===== config.mk =====
export PLATFORM = sky130hd
export DESIGN_NAME = scaler_seq_ctrl
export DESIGN_NICKNAME = d
export VERILOG_FILES = /design/src/rtl/scaler_seq_ctrl_pkg.sv /design/src/rtl/scaler_seq_ctrl_watchdog.sv /design/src/rtl/scaler_seq_ctrl.sv
export SDC_FILE = /design/constraint.sdc
export NUM_CORES = 1
export LEC_CHECK = 0
export ABC_AREA = 1
export BUFFER_PORTS_ARGS = -buffer_cell sky130_fd_sc_hd__buf_2
export CORE_MARGIN = 5
export CORE_UTILIZATION = 45
export DETAILED_ROUTE_END_ITERATION = 10
export PLACE_DENSITY = 0.74
export SLEW_MARGIN = 5
export SYNTH_ARGS = -nofsm -noshare
export SYNTH_HDL_FRONTEND = slang
export SYNTH_HIERARCHICAL = 1
export SYNTH_SLANG_ARGS = --single-unit

===== constraint.sdc =====
create_clock -name clk -period 2.45 [get_ports clk]
set_clock_uncertainty 0.15 [all_clocks]
set_input_delay 0.49 -clock clk [delete_from_list [all_inputs] [get_ports clk]]
set_output_delay 0.49 -clock clk [all_outputs]
set_load 0.005 [all_outputs]

===== src/rtl/scaler_seq_ctrl_pkg.sv =====
`default_nettype none
// ============================================================================
// Module      : scaler_seq_ctrl_pkg
// Description : Shared mode codes, sequencer state encoding and frame
//               geometry for the image-scaling datapath.
// Revision    : 1.0 - initial release
// ============================================================================
package scaler_seq_ctrl_pkg;

  // Engine selection codes (also the eng_sel mux encoding)
  localparam logic [1:0] MODE_REP = 2'b00;
  localparam logic [1:0] MODE_DEC = 2'b01;

  // Sequencer states
  typedef enum logic [2:0] {
    S_IDLE  = 3'd0,
    S_CLEAR = 3'd1,
    S_START = 3'd2,
    S_RUN   = 3'd3,
    S_DONE  = 3'd4
  } state_t;

  // Frame geometry: 160x120 source scaled to a 320x240 output frame
  localparam int SRC_W       = 160;
  localparam int SRC_H       = 120;
  localparam int DST_W       = 320;
  localparam int DST_H       = 240;
  localparam int FRAME_WORDS = DST_W * DST_H;

  // True for the modes that have an engine behind the mux
  function automatic logic mode_supported(input logic [1:0] m);
    return (m == MODE_REP) || (m == MODE_DEC);
  endfunction

endpackage
`default_nettype wire


===== src/rtl/scaler_seq_ctrl_watchdog.sv =====
`default_nettype none
// ============================================================================
// Module      : scaler_watchdog
// Description : Run-time watchdog. Counts enabled cycles since the last
//               clear and flags when the count reaches TIMEOUT-1.
// Revision    : 1.0 - initial release
// ============================================================================
module scaler_watchdog #(
  parameter int TIMEOUT = 200000,
  parameter int TO_W    = 24
) (
  input  logic clk,
  input  logic reset,
  input  logic clear,
  input  logic enable,
  output logic expired
);

  logic [TO_W-1:0] r_cnt;

  // Cycle counter: clear wins over enable
  always_ff @(posedge clk or posedge reset) begin
    if (reset) begin
      r_cnt <= '0;
    end else if (clear) begin
      r_cnt <= '0;
    end else if (enable) begin
      r_cnt <= r_cnt + TO_W'(1);
    end
  end

  // Expiry is the final allowed cycle, so the owner exits after TIMEOUT cycles
  always_comb begin
    expired = (r_cnt == TO_W'(TIMEOUT - 1));
  end

endmodule
`default_nettype wire


===== src/rtl/scaler_seq_ctrl.sv =====
`default_nettype none
// ============================================================================
// Module      : scaler_seq_ctrl
// Description : Sequencer for the scaling datapath. Clears the frame RAM to
//               the background colour, starts the selected engine, passes
//               its RAM write port through and reports completion/timeout.
// Revision    : 1.0 - initial release
// ============================================================================
module scaler_seq_ctrl
  import scaler_seq_ctrl_pkg::*;
#(
  parameter int                ADDR_W    = 19,
  parameter int                DATA_W    = 8,
  parameter int                CLR_WORDS = FRAME_WORDS,
  parameter logic [DATA_W-1:0] BG_COLOR  = '0,
  parameter int                TIMEOUT   = 200000,
  parameter int                TO_W      = 24
) (
  input  logic              clk,
  input  logic              reset,
  input  logic              cmd_valid,
  output logic              cmd_ready,
  input  logic [1:0]        cmd_mode,
  input  logic              abort,
  output logic [1:0]        eng_sel,
  output logic              eng_rst,
  input  logic              eng_done,
  input  logic [ADDR_W-1:0] eng_ram_wraddr,
  input  logic [DATA_W-1:0] eng_ram_data,
  input  logic              eng_ram_wren,
  output logic [ADDR_W-1:0] ram_wraddr,
  output logic [DATA_W-1:0] ram_data,
  output logic              ram_wren,
  output logic              busy,
  output logic [1:0]        cur_mode,
  output logic              frame_done,
  output logic              err_mode,
  output logic              err_timeout
);

  state_t            r_state;
  state_t            w_state_nxt;
  logic [ADDR_W-1:0] r_clr_cnt;
  logic [1:0]        r_mode;
  logic              r_err_mode;
  logic              r_err_timeout;
  logic              r_frame_done;

  logic              w_cmd_acc;
  logic              w_cmd_rej;
  logic              w_goto_done;
  logic              w_timeout;
  logic              w_wd_expired;
  logic              w_wd_clear;
  logic              w_wd_enable;

  // Watchdog only counts RUN cycles and restarts from zero on every entry
  assign w_wd_clear  = (r_state != S_RUN);
  assign w_wd_enable = (r_state == S_RUN);

  scaler_watchdog #(
    .TIMEOUT (TIMEOUT),
    .TO_W    (TO_W)
  ) u_watchdog (
    .clk     (clk),
    .reset   (reset),
    .clear   (w_wd_clear),
    .enable  (w_wd_enable),
    .expired (w_wd_expired)
  );

  // State register
  always_ff @(posedge clk or posedge reset) begin
    if (reset) begin
      r_state <= S_IDLE;
    end else begin
      r_state <= w_state_nxt;
    end
  end

  // Next-state, handshake, engine control and RAM port decode
  always_comb begin
    w_state_nxt = r_state;
    w_cmd_acc   = 1'b0;
    w_cmd_rej   = 1'b0;
    w_goto_done = 1'b0;
    w_timeout   = 1'b0;
    cmd_ready   = 1'b0;
    eng_rst     = 1'b1;
    busy        = 1'b0;
    ram_wren    = 1'b0;
    ram_wraddr  = '0;
    ram_data    = '0;

    case (r_state)
      S_IDLE: begin
        cmd_ready = 1'b1;
        if (cmd_valid) begin
          if (mode_supported(cmd_mode)) begin
            w_cmd_acc   = 1'b1;
            w_state_nxt = S_CLEAR;
          end else begin
            w_cmd_rej = 1'b1;
          end
        end
      end
      S_CLEAR: begin
        busy       = 1'b1;
        ram_wren   = 1'b1;
        ram_wraddr = r_clr_cnt;
        ram_data   = BG_COLOR;
        if (abort) begin
          w_state_nxt = S_IDLE;
        end else if (r_clr_cnt == ADDR_W'(CLR_WORDS - 1)) begin
          w_state_nxt = S_START;
        end
      end
      S_START: begin
        // Engine stays in reset for one cycle with eng_sel already settled
        busy        = 1'b1;
        w_state_nxt = abort ? S_IDLE : S_RUN;
      end
      S_RUN: begin
        busy       = 1'b1;
        eng_rst    = 1'b0;
        ram_wren   = eng_ram_wren;
        ram_wraddr = eng_ram_wraddr;
        ram_data   = eng_ram_data;
        if (abort) begin
          w_state_nxt = S_IDLE;
        end else if (eng_done) begin
          w_goto_done = 1'b1;
          w_state_nxt = S_DONE;
        end else if (w_wd_expired) begin
          w_timeout   = 1'b1;
          w_state_nxt = S_IDLE;
        end
      end
      S_DONE: begin
        eng_rst     = 1'b0;
        w_state_nxt = S_IDLE;
      end
      default: begin
        w_state_nxt = S_IDLE;
      end
    endcase
  end

  // Clear address counter: runs only while clearing, otherwise parked at 0
  always_ff @(posedge clk or posedge reset) begin
    if (reset) begin
      r_clr_cnt <= '0;
    end else if (r_state == S_CLEAR) begin
      r_clr_cnt <= r_clr_cnt + ADDR_W'(1);
    end else begin
      r_clr_cnt <= '0;
    end
  end

  // Mode latch and status flags
  always_ff @(posedge clk or posedge reset) begin
    if (reset) begin
      r_mode        <= MODE_REP;
      r_err_mode    <= 1'b0;
      r_err_timeout <= 1'b0;
      r_frame_done  <= 1'b0;
    end else begin
      r_err_mode   <= w_cmd_rej;
      r_frame_done <= w_goto_done;
      if (w_cmd_acc) begin
        r_mode        <= cmd_mode;
        r_err_timeout <= 1'b0;
      end else if (w_timeout) begin
        r_err_timeout <= 1'b1;
      end
    end
  end

  assign eng_sel     = r_mode;
  assign cur_mode    = r_mode;
  assign err_mode    = r_err_mode;
  assign err_timeout = r_err_timeout;
  assign frame_done  = r_frame_done;

endmodule
`default_nettype wire


======== Word level (Yosys, flattened, before mapping) ========
Cells that the tools add are included.
storage, ports and cells
  output and inout port bits .............. 38
  bits in registers ....................... 51
  logic and storage cells ................. 62
  bits of input ports ..................... 35
cells by class
  multiplexer cells ....................... 33
  reduce and logical (&&, ||, !) cells .... 8
  add/sub/neg operators ................... 2
  equality and inequality tests ........... 12
operators with widths
  kind                     number
  $mux W24                 2
  $pmux W19 S2             1
  $add A24 B1 Y24 const B  1
  $eq A24 B18 Y1 const B   1
  $mux W3                  7
  $add A19 B1 Y19 const B  1
  $eq A19 B17 Y1 const B   1
  $mux W19                 1
  $mux W1                  18
  $pmux W3 S4              1
  $mux W8                  1
  $eq A3 B2 Y1 const B     2
  $ne A2 B2 Y1 const B     2
  $ne A4 B4 Y1 const B     1
  $reduce_and A4 Y1        1
  $reduce_bool A2 Y1       2
  $eq A3 B1 Y1 const B     1
  $eq A3 B3 Y1 const B     1
  $logic_not A3 Y1         1
  $ne A3 B2 Y1 const B     1
  $ne A3 B3 Y1 const B     1
  $reduce_or A3 Y1         1
  $eq A2 B1 Y1 const B     1
  $logic_not A2 Y1         1
  4 further kinds          4

======== Depth between registers and ports, before layout ========
Gate-level depths: netlist (run 1).
  word-level depth ........................ 7
  mapped depth ............................ 12
  gate-level depth less buffers ........... 12

======== By module ========
The synthesis (run 1) kept the hierarchy.
by module, submodules not included
  module           seq. area each (um2)  times used  cells each  area each (um2)
  scaler_seq_ctrl  675.6                 1           261         1,727.9
  scaler_watchdog  600.6                 1           206         1,466.4

======== Worst setup path after synthesis (run 1) ========
No wires, ideal clock.
  path kind ............................... register -> register
  start point ............................. register r_state[1]
  end point ............................... register u_watchdog.r_cnt[18]
  path buffers ............................ 1
  cell stages (with the launch flop) ...... 11
  arrival time ............................ 1.494 ns
  data required time ...................... 2.181 ns
  period minus slack after synthesis ...... 1.763 ns
  setup slack ............................. 0.687 ns
  library setup time ...................... 0.119 ns
  cell sequence ........................... dfrtp_1 -> nand2_1 -> nor2_4 -> buf_2 -> nor2_4 -> nor2_2 -> nand3_1 -> nor2_4 -> nand3_1 -> nand2_1 -> nor2_1
between the ends
  word-level cells in the longest chain between the ends .. 2
  elaborated cells on any way between the ends .. 4
  classes of those cells .................. 2 x eq/ne; 1 x mux; 1 x reduce/logical
RTL lines
  item                                 RTL line                        RTL
  start: declaration                   scaler_seq_ctrl.sv:41           state_t r_state;
  start signal: assignment             scaler_seq_ctrl.sv:77           r_state <= w_state_nxt;
  $eq A3 B2 Y1                         scaler_seq_ctrl.sv:59           assign w_wd_enable = (r_state == S_RUN);
  net w_wd_enable                      scaler_seq_ctrl.sv:55           logic w_wd_enable;
  $reduce_bool A2 Y1 (no source line)  -
  end signal: assignment               scaler_seq_ctrl_watchdog.sv:28  r_cnt <= r_cnt + TO_W'(1);
  end: declaration                     scaler_seq_ctrl_watchdog.sv:19  logic [TO_W-1:0] r_cnt;
The timed path passes the listed nets, and every way through them passes these cells.
A chain may end at the register's enable or synchronous reset.

======== Worst setup path in the final report (run 1) ========
  start point ............................. register r_state[1]
  end point ............................... output port ram_wraddr[1]
between the ends
  word-level cells in the longest chain between the ends .. 2
  elaborated cells on any way between the ends .. 3
  classes of those cells .................. 2 x eq/ne; 1 x mux
RTL lines
  item                                          RTL line               RTL
  $eq A3 B2 Y1 or $eq A3 B1 Y1 (tied branches)  scaler_seq_ctrl.sv:95  case (r_state)
  $pmux W19 S2 *                                scaler_seq_ctrl.sv:95
  end: declaration                              scaler_seq_ctrl.sv:31  output logic [ADDR_W-1:0] ram_wraddr,
Mark *: on every way between the ends. The rest lies on a longest branch, timed or not.

==> results of run 1 <==
==> cells in the final DEF, fill, tap and decap left out, drive strengths merged <==
cell	synthesis	final
xor2	2	2
nand3	28	28
bufinv	0	2
nand2	123	123
nand3b	1	1
a22o	4	4
o21ai	30	30
mux2	1	1
a21oi	22	22
dfrtp	51	51
nor2	106	106
nand4	9	9
ha	2	2
nor4	3	3
nor4b	1	1
nor3	7	7
o21a	1	1
inv	66	66
buf	9	76
clkbuf	1	6
==> layer usage <==
| metal | GRT usage [%] | vias to the layer above | share of wire (%) |
|---|---|---|---|
| met3 | 3.13 | 12 | 5.6 |
| met4 | 5.42 | 0 | 1.4 |
| met5 | 0 | - | 0 |
| met1 | 23.1 | 1394 | 45 |
| met2 | 29.8 | 91 | 48 |
| li1 | - | 1618 | - |
==> through the flow <==
step | setup slack [ns] | instances | total power [W]
3_3_place_gp | 0.534 | 629 | 0.00177
2_1_floorplan | 0.687 | 467 | 0.00154
3_5_place_dp | 0.449 | 629 | 0.00178
5_1_grt | 0.113 | 637 | 0.00262
4_1_cts | 0.240 | 637 | 0.00247
6_report | 0.253 | 637 | 0.00245
==> worst reg2reg max path: stages, from the launching register on <==
cell and delay (ns):
dfrtp_1 0.44, nand2_1 0.12, nor2_4 0.04, inv_1 0.36, nor2_4 0.14, nor2_2 0.16, nand2_1 0.11, nor2_4 0.15
nand2_2 0.07, nand2_1 0.06, nand2_1 0.04, nor2_1 0.13
==> how the worst max path moves through the flow <==
stage | end | slack [ns] | cells past startpoint
global route | ram_wraddr[12] | 0.11 | 6
global placement | u_watchdog/r_cnt[22]$_DFFE_PP0P_ | 0.53 | 10
floorplan | u_watchdog/r_cnt[18]$_DFFE_PP0P_ | 0.69 | 10
CTS | ram_wraddr[1] | 0.24 | 5
finish | ram_wraddr[1] | 0.25 | 5
detailed placement | u_watchdog/r_cnt[20]$_DFFE_PP0P_ | 0.45 | 11
==> kinds of logic after synthesis <==
logic type | after synthesis
AND/OR/NAND/NOR | 278
adder cells (fa/ha/maj) | 2
multiplexers | 1
AO/OA/AOI/OAI | 57
buffers and inverters | 76
flip-flops | 51
XOR/XNOR | 2
==> state kept, by name, summed over array words and instances, names as in the netlist <==
signal            count
r_state               3
err_mode              1
u_watchdog/r_cnt     24
frame_done            1
r_clr_cnt            19
err_timeout           1
cur_mode              2
==> area by class of cell <==
class	instances	area, um^2
clock inverter	2	60.1
sequential	51	1280
tap	96	120
fill	683	3100
multi-input combinational	340	1600
clock buffer	6	72.6
inverter	66	248
timing repair buffer	76	390
==> where the power goes <==
part	internal, W	switching, W
clock network	0.000408	0.000281
logic	0.000289	0.000522
registers	0.000893	0.0000556
total	0.00159	0.000858
==> reports/metrics.json, run 1 <==
{
  "detail_route.iter0.violations": {"value": 110},
  "final_antenna_net_count": {"value": 0},
  "critical_path.top_delay_family": {"value": "flip-flops"},
  "drc": {"value": 0},
  "grt_overflow_total": {"value": 0},
  "ir_worst_vdd": {"value": 0.000340, "unit": "V"},
  "antenna-diode-count": {"value": 0},
  "synthesis.area": {"value": 0.00319, "unit": "mm^2"},
  "cp.buffers_inverters": {"value": 2},
  "cts.path.max_buffers": {"value": 2},
  "cts_hold_buffers": {"value": 0},
  "worst_ep_required_time": {"value": 1.81, "unit": "ns"},
  "synth_async_sr_flop_share": {"value": 100, "unit": "%"},
  "final_cell_area": {"value": 0.00377, "unit": "mm^2"},
  "unrepaired_setup_endpoints_after_global_routing": {"value": "no"},
  "power.density_cell_area": {"value": 650, "unit": "mW/mm^2"},
  "via_per_inst": {"value": 4.89},
  "synth_cell_types": {"value": 29},
  "cts.reportedPaths.clkPinSlew": {"value": 0.10, "unit": "ns"},
  "max_stage_delay": {"value": 0.43, "unit": "ns"},
  "post_synth_xor_area_fraction": {"value": 0.548, "unit": "%"},
  "endpoint_kind": {"value": "output port"},
  "total_leakage_power": {"value": 1.88, "unit": "nW"},
  "tritoncts": {"value": "yes"},
  "area_contributors_post_synth": {"value": "dfrtp_1 (40%), nand2_1 (14%), nor2_1 (11%)"},
  "worstHoldPathType": {"value": "input port to asynchronous set/reset pin"},
  "die-width": {"value": 94.3, "unit": "um"},
  "finalWirelength": {"value": 7670, "unit": "um"},
  "synth_compound_area_share": {"value": 9.48, "unit": "%"},
  "arrival": {"value": 1.56, "unit": "ns"},
  "timing.rr.start": {"value": "r_state[1]$_DFFE_PP0P_"},
  "numClockSinks": {"value": 51},
  "reg2reg_depth": {"value": 11},
  "grt_antenna_before_repair": {"value": 0},
  "yosys.area_share.adder": {"value": 0.783, "unit": "%"},
  "worst_path_maximum_fanout": {"value": 28},
  "crit_type": {"value": "register to output port"},
  "netlist_instances": {"value": 467},
  "crit_path_start_kind": {"value": "register"},
  "setup_total_negative_slack": {"value": 0, "unit": "ns"},
  "grt_pass1_vias": {"value": 2904},
  "final_period_demand_of_the_worst_path": {"value": 2.20, "unit": "ns"},
  "layout.nets": {"value": 577},
  "top_level_ports": {"value": 73},
  "drive_above_1_share": {"value": 20.5, "unit": "%"},
  "run_status": {"value": "finished clean"},
  "clk-insertion-delay-late": {"value": 0.30, "unit": "ns"},
  "netlist.top_cell.by_area": {"value": "dfrtp_1"},
  "timing_worst_slew_pin_value": {"value": 0.647, "unit": "ns"},
  "hold-worst-slack": {"value": 0.0753, "unit": "ns"},
  "synthMuxAreaShare": {"value": 0.353, "unit": "%"},
  "final-max-slew-violation-count": {"value": 0},
  "floorplan.die_area": {"value": 0.00888, "unit": "mm^2"},
  "layout_worst_path_cycle_share": {"value": 89.7, "unit": "%"},
  "dominant_combinational_cell_family_by_area_after_synthesis": {"value": "simple AND/OR/NAND/NOR gates"},
  "place.detailed.hpwl": {"value": 5810, "unit": "um"},
  "std_cell_rows": {"value": 30},
  "dr.pass1.iters": {"value": 4},
  "synth_warnings": {"value": 6},
  "cts.root.buffer_cell": {"value": "clkbuf_8"},
  "syn_area_per_cell": {"value": 6.84, "unit": "um^2"},
  "cp-startpoint": {"value": "r_state[1]$_DFFE_PP0P_"},
  "crit_slowest_cell": {"value": "dfrtp_1"},
  "synth_sequential_area_ratio": {"value": 40.0, "unit": "%"},
  "cts_setup_buffers": {"value": 0},
  "gr-usage-all-layers": {"value": 17.7, "unit": "%"},
  "yosysMostFrequentCell": {"value": "nand2_1"},
  "die_height": {"value": 94.3, "unit": "um"},
  "number_of_hold_slack_violations_in_the_final_timing_report": {"value": 0},
  "layout-area-overhead-vs-synth": {"value": 18.0, "unit": "%"},
  "max_cap_viol_count": {"value": 0},
  "wire_length_of_the_first_global_routing_pass": {"value": 12800, "unit": "um"},
  "final_core_utilization": {"value": 54.9, "unit": "%"},
  "detail_route.wl_per_cell": {"value": 12.0, "unit": "um"},
  "grt_max_degree": {"value": 29},
  "ctsResizeCount": {"value": 0},
  "reg2reg_setup_slack": {"value": 0.42, "unit": "ns"},
  "placement.io_buffers": {"value": 72},
  "synth_nets": {"value": 504},
  "post_dp_cell_area": {"value": 0.00364, "unit": "mm^2"},
  "yosys.area_share.simple": {"value": 39.0, "unit": "%"},
  "yosys_register_bits": {"value": 51},
  "gpl.final_weighted_congestion": {"value": 0.912},
  "max-slew-margin-rel": {"value": 56.8, "unit": "%"},
  "fmaxAchievable": {"value": 455, "unit": "MHz"},
  "vias": {"value": 3115},
  "synth_enable_flop_cells": {"value": 0},
  "floorplan.initialDensity": {"value": 46.5, "unit": "%"},
  "cts_htree_levels": {"value": 2},
  "synth.top_cell.area_share": {"value": 40.0, "unit": "%"},
  "setup_viol": {"value": 0},
  "synth_flop_cell": {"value": "dfrtp_1"},
  "cts_made_buffers": {"value": 5},
  "total_core_area": {"value": 0.00687, "unit": "mm^2"},
  "crit_chain": {"value": "nand2_1 -> nor2_4 -> buf_4 -> a22o_1 -> buf_2"},
  "worstReg2RegEnd": {"value": "u_watchdog/r_cnt[20]$_DFFE_PP0P_"},
  "synth_commonest_cells": {"value": "nand2_1 (118), nor2_1 (90), inv_1 (63)"}
}
No activity file was read; power rests on OpenSTA's default activity.
==> inputs of run 2 (changes only) <==
--- a/config.mk
+++ b/config.mk
@@ -7,10 +7,11 @@
 export LEC_CHECK = 0
 export ABC_AREA = 1
 export BUFFER_PORTS_ARGS = -buffer_cell sky130_fd_sc_hd__buf_2
-export CORE_MARGIN = 5
+export CORE_MARGIN = 1.5
 export CORE_UTILIZATION = 45
 export DETAILED_ROUTE_END_ITERATION = 10
-export PLACE_DENSITY = 0.74
+export PLACE_DENSITY = 0.77
+export RECOVER_POWER = 100
 export SLEW_MARGIN = 5
 export SYNTH_ARGS = -nofsm -noshare
 export SYNTH_HDL_FRONTEND = slang
==> constraint.sdc (replaced) <==
create_clock -name clk -period 1.91 [get_ports clk]
set_clock_uncertainty 0.15 [all_clocks]
set_input_delay 0.382 -clock clk [delete_from_list [all_inputs] [get_ports clk]]
set_output_delay 0.382 -clock clk [all_outputs]
set_load 0.005 [all_outputs]
==> run 2 against run 1 <==
Net effect:
- the run now ends with negative setup slack left
- critical path type unchanged
- hold slack improved by 0.054 ns
- design area grew 7.3%
- sequential power rose by 29%
- register-to-register slack got worse by 0.35 ns
- critical path depth grew 2
==> reports/metrics.json, run 2 (synthesis gave the netlist of run 1 again) <==
{
  "run_status": {"value": "finished with violations"},
  "failed_checks": {"value": "negative setup slack"},
  "number_of_hold_slack_violations_in_the_final_timing_report": {"value": 0},
  "max_stage_delay": {"value": 0.44, "unit": "ns"},
  "final_antenna_net_count": {"value": 0},
  "crit_slowest_cell": {"value": "dfrtp_1"},
  "die-width": {"value": 87.3, "unit": "um"},
  "clockPowerShare": {"value": 19.0, "unit": "%"},
  "cts.root.buffer_cell": {"value": "clkbuf_8"},
  "max-slew-margin-rel": {"value": 53.3, "unit": "%"},
  "registers.top_by_ff_count": {"value": "u_watchdog/r_cnt"},
  "grt_pass1_vias": {"value": 3184},
  "place.detailed.hpwl": {"value": 5760, "unit": "um"},
  "antenna-diode-count": {"value": 0},
  "cts_made_buffers": {"value": 5},
  "total_core_area": {"value": 0.00683, "unit": "mm^2"},
  "tritoncts": {"value": "yes"},
  "finalWirelength": {"value": 8290, "unit": "um"},
  "setup_viol": {"value": 30},
  "final_cell_area": {"value": 0.00405, "unit": "mm^2"},
  "drc": {"value": 0},
  "std_cell_rows": {"value": 30},
  "worstHoldPathType": {"value": "input port to register"},
  "vias": {"value": 3295},
  "numClockSinks": {"value": 51},
  "max_cap_viol_count": {"value": 0},
  "cts.reportedPaths.clkPinSlew": {"value": 0.09, "unit": "ns"},
  "postLayoutSetupSlackWorst": {"value": -0.102, "unit": "ns"},
  "layout.cells.most_common_list": {"value": "nand2_1 (113), nor2_1 (83), buf_2 (67)"},
  "power.density_cell_area": {"value": 861, "unit": "mW/mm^2"},
  "layout-area-overhead-vs-synth": {"value": 26.6, "unit": "%"},
  "timing_worst_slew_pin_value": {"value": 0.701, "unit": "ns"},
  "layout.nets": {"value": 607},
  "unrepaired_setup_endpoints_after_global_routing": {"value": "yes"},
  "layout_worst_path_cycle_share": {"value": 105, "unit": "%"},
  "most_common_cell_after_layout_fill_and_taps_aside": {"value": "nand2_1"},
  "worst_path_maximum_fanout": {"value": 8},
  "via_per_inst": {"value": 4.94},
  "top_level_ports": {"value": 73},
  "die_height": {"value": 87.3, "unit": "um"},
  "gr-usage-all-layers": {"value": 22.7, "unit": "%"},
  "cts.path.max_buffers": {"value": 2},
  "wire_length_of_the_first_global_routing_pass": {"value": 13800, "unit": "um"},
  "final_period_demand_of_the_worst_path": {"value": 2.01, "unit": "ns"},
  "grt_overflow_total": {"value": 0},
  "grt_max_degree": {"value": 28},
  "internal_power_of_the_cells": {"value": 0.00213, "unit": "W"},
  "fmaxAchievable": {"value": 497, "unit": "MHz"},
  "dr.pass1.iters": {"value": 4},
  "seq_power_share": {"value": 35.1, "unit": "%"},
  "totalPowerFinal": {"value": 0.00348, "unit": "W"},
  "drive_above_1_share": {"value": 27.1, "unit": "%"},
  "post_dp_cell_area": {"value": 0.00369, "unit": "mm^2"},
  "detail_route.wl_per_cell": {"value": 12.4, "unit": "um"},
  "grt_antenna_before_repair": {"value": 0},
  "net-switching-power": {"value": 0.00135, "unit": "W"},
  "crit_type": {"value": "register to output port"},
  "arrival": {"value": 1.48, "unit": "ns"},
  "placement.io_buffers": {"value": 72},
  "clk-insertion-delay-late": {"value": 0.31, "unit": "ns"},
  "crit_chain": {"value": "buf_6 -> nand2_4 -> nor2_4 -> buf_4 -> inv_4 -> o21ai_1 -> buf_2"},
  "floorplan.initialDensity": {"value": 46.8, "unit": "%"},
  "pre_cts_slack": {"value": 0.00980, "unit": "ns"},
  "fillerInstances": {"value": 654},
  "netSwitchingFraction": {"value": 38.8, "unit": "%"},
  "power_frac_comb": {"value": 45.9, "unit": "%"},
  "ir_worst_vdd": {"value": 0.000455, "unit": "V"},
  "gpl.final_weighted_congestion": {"value": 0.907},
  "total_leakage_power": {"value": 1.99, "unit": "nW"},
  "floorplan.die_area": {"value": 0.00761, "unit": "mm^2"},
  "endpoint_kind": {"value": "output port"},
  "crit_path_start_kind": {"value": "register"},
  "final-max-slew-violation-count": {"value": 0},
  "worst_ep_required_time": {"value": 1.38, "unit": "ns"},
  "cts_htree_levels": {"value": 2},
  "detail_route.iter0.violations": {"value": 182},
  "largest_reg_flops": {"value": 24},
  "largest_registers": {"value": "u_watchdog/r_cnt x24, r_clr_cnt x19, r_state x3"}
}
[run 2: cell count changes in the layout (fill, tap and decap cells not counted), sizes merged]
cell	previous run	this run
clkdlybuf4s18	0	1
clkinvlp	0	1
inv	66	67
bufinv	2	0
buf	76	94
clkinv	0	2
dlygate4sd3	0	1
clkbuf	6	14
[run 2: area by class of cell]
cell class	instances	area, um^2	share of cell area [%]
tap	96	120	2.97
clock buffer	6	82.6	2.04
clock inverter	2	16.3	0.402
timing repair inverter	2	12.5	0.309
timing repair buffer	104	614	15.2
sequential	51	1280	31.6
inverter	66	253	6.25
multi-input combinational	340	1670	41.3
[run 2: per-layer routing]
metal | up-vias | part of all wire [%] | global-route usage, %
li1 | 1675 | - | -
met1 | 1521 | 42 | 27.8
met2 | 84 | 53 | 40.8
met3 | 15 | 4.3 | 3.89
met4 | 0 | 1.6 | 6.49
met5 | - | 0 | 0
[run 2: per-stage QoR]
step	utilization (%)	hold slack, ns	instances	setup TNS, ns
final	59.2	0.130	667	-1.94
after global routing	59.2	0.105	667	-4.46
after CTS	57.3	0.118	656	-1.52
after detailed placement	54.1	0.311	635	0
after global placement	54.1	0.307	635	0
after floorplan	-	0.247	467	0
[run 2: path summary, 6_finish.rpt]
check	startpoint	end	slack, ns	cells after the start
worst max-delay path	r_state[0]$_DFFE_PP0P_	ram_wraddr[5]	-0.10	7
worst min-delay path	abort	r_state[2]$_DFFE_PP0P_	0.13	2
worst max register to register	u_watchdog/r_cnt[0]$_DFFE_PP0P_	r_state[0]$_DFFE_PP0P_	0.07	12
worst min register to register	u_watchdog/r_cnt[11]$_DFFE_PP0P_	u_watchdog/r_cnt[11]$_DFFE_PP0P_	0.35	1
max in group asynchronous	reset	r_state[2]$_DFFE_PP0P_	0.47	4
min in group asynchronous	reset	u_watchdog/r_cnt[2]$_DFFE_PP0P_	0.60	4
[run 2: power groups by stage]
stage / Sequential [W] / Combinational (W) / Clock (W)
global route: 0.00123 / 0.00176 / 0.000743
detailed placement: 0.00124 / 0.00116 / 0
finish: 0.00122 / 0.00160 / 0.000663
floorplan: 0.00123 / 0.000748 / 0
global placement: 0.00124 / 0.00114 / 0
CTS: 0.00121 / 0.00141 / 0.000685
[run 2: repair_timing]
item / in CTS / in global routing
setup buffers: 12 / 10
endpoints found under the hold margin: 51 / 0
gates cloned: 0 / 3
endpoints found under the setup margin: 29 / 36
hold buffers: 1 / 0
pin swaps: 2 / 8
resized for setup: 11 / 25
[run 2: critical path: cells and delay by family, from the launching register on]
family | cells | cell delay [ns]
buffers and inverters | 4 | 0.47
AND/OR/NAND/NOR | 2 | 0.14
flip-flops | 1 | 0.44
AO/OA/AOI/OAI | 1 | 0.11
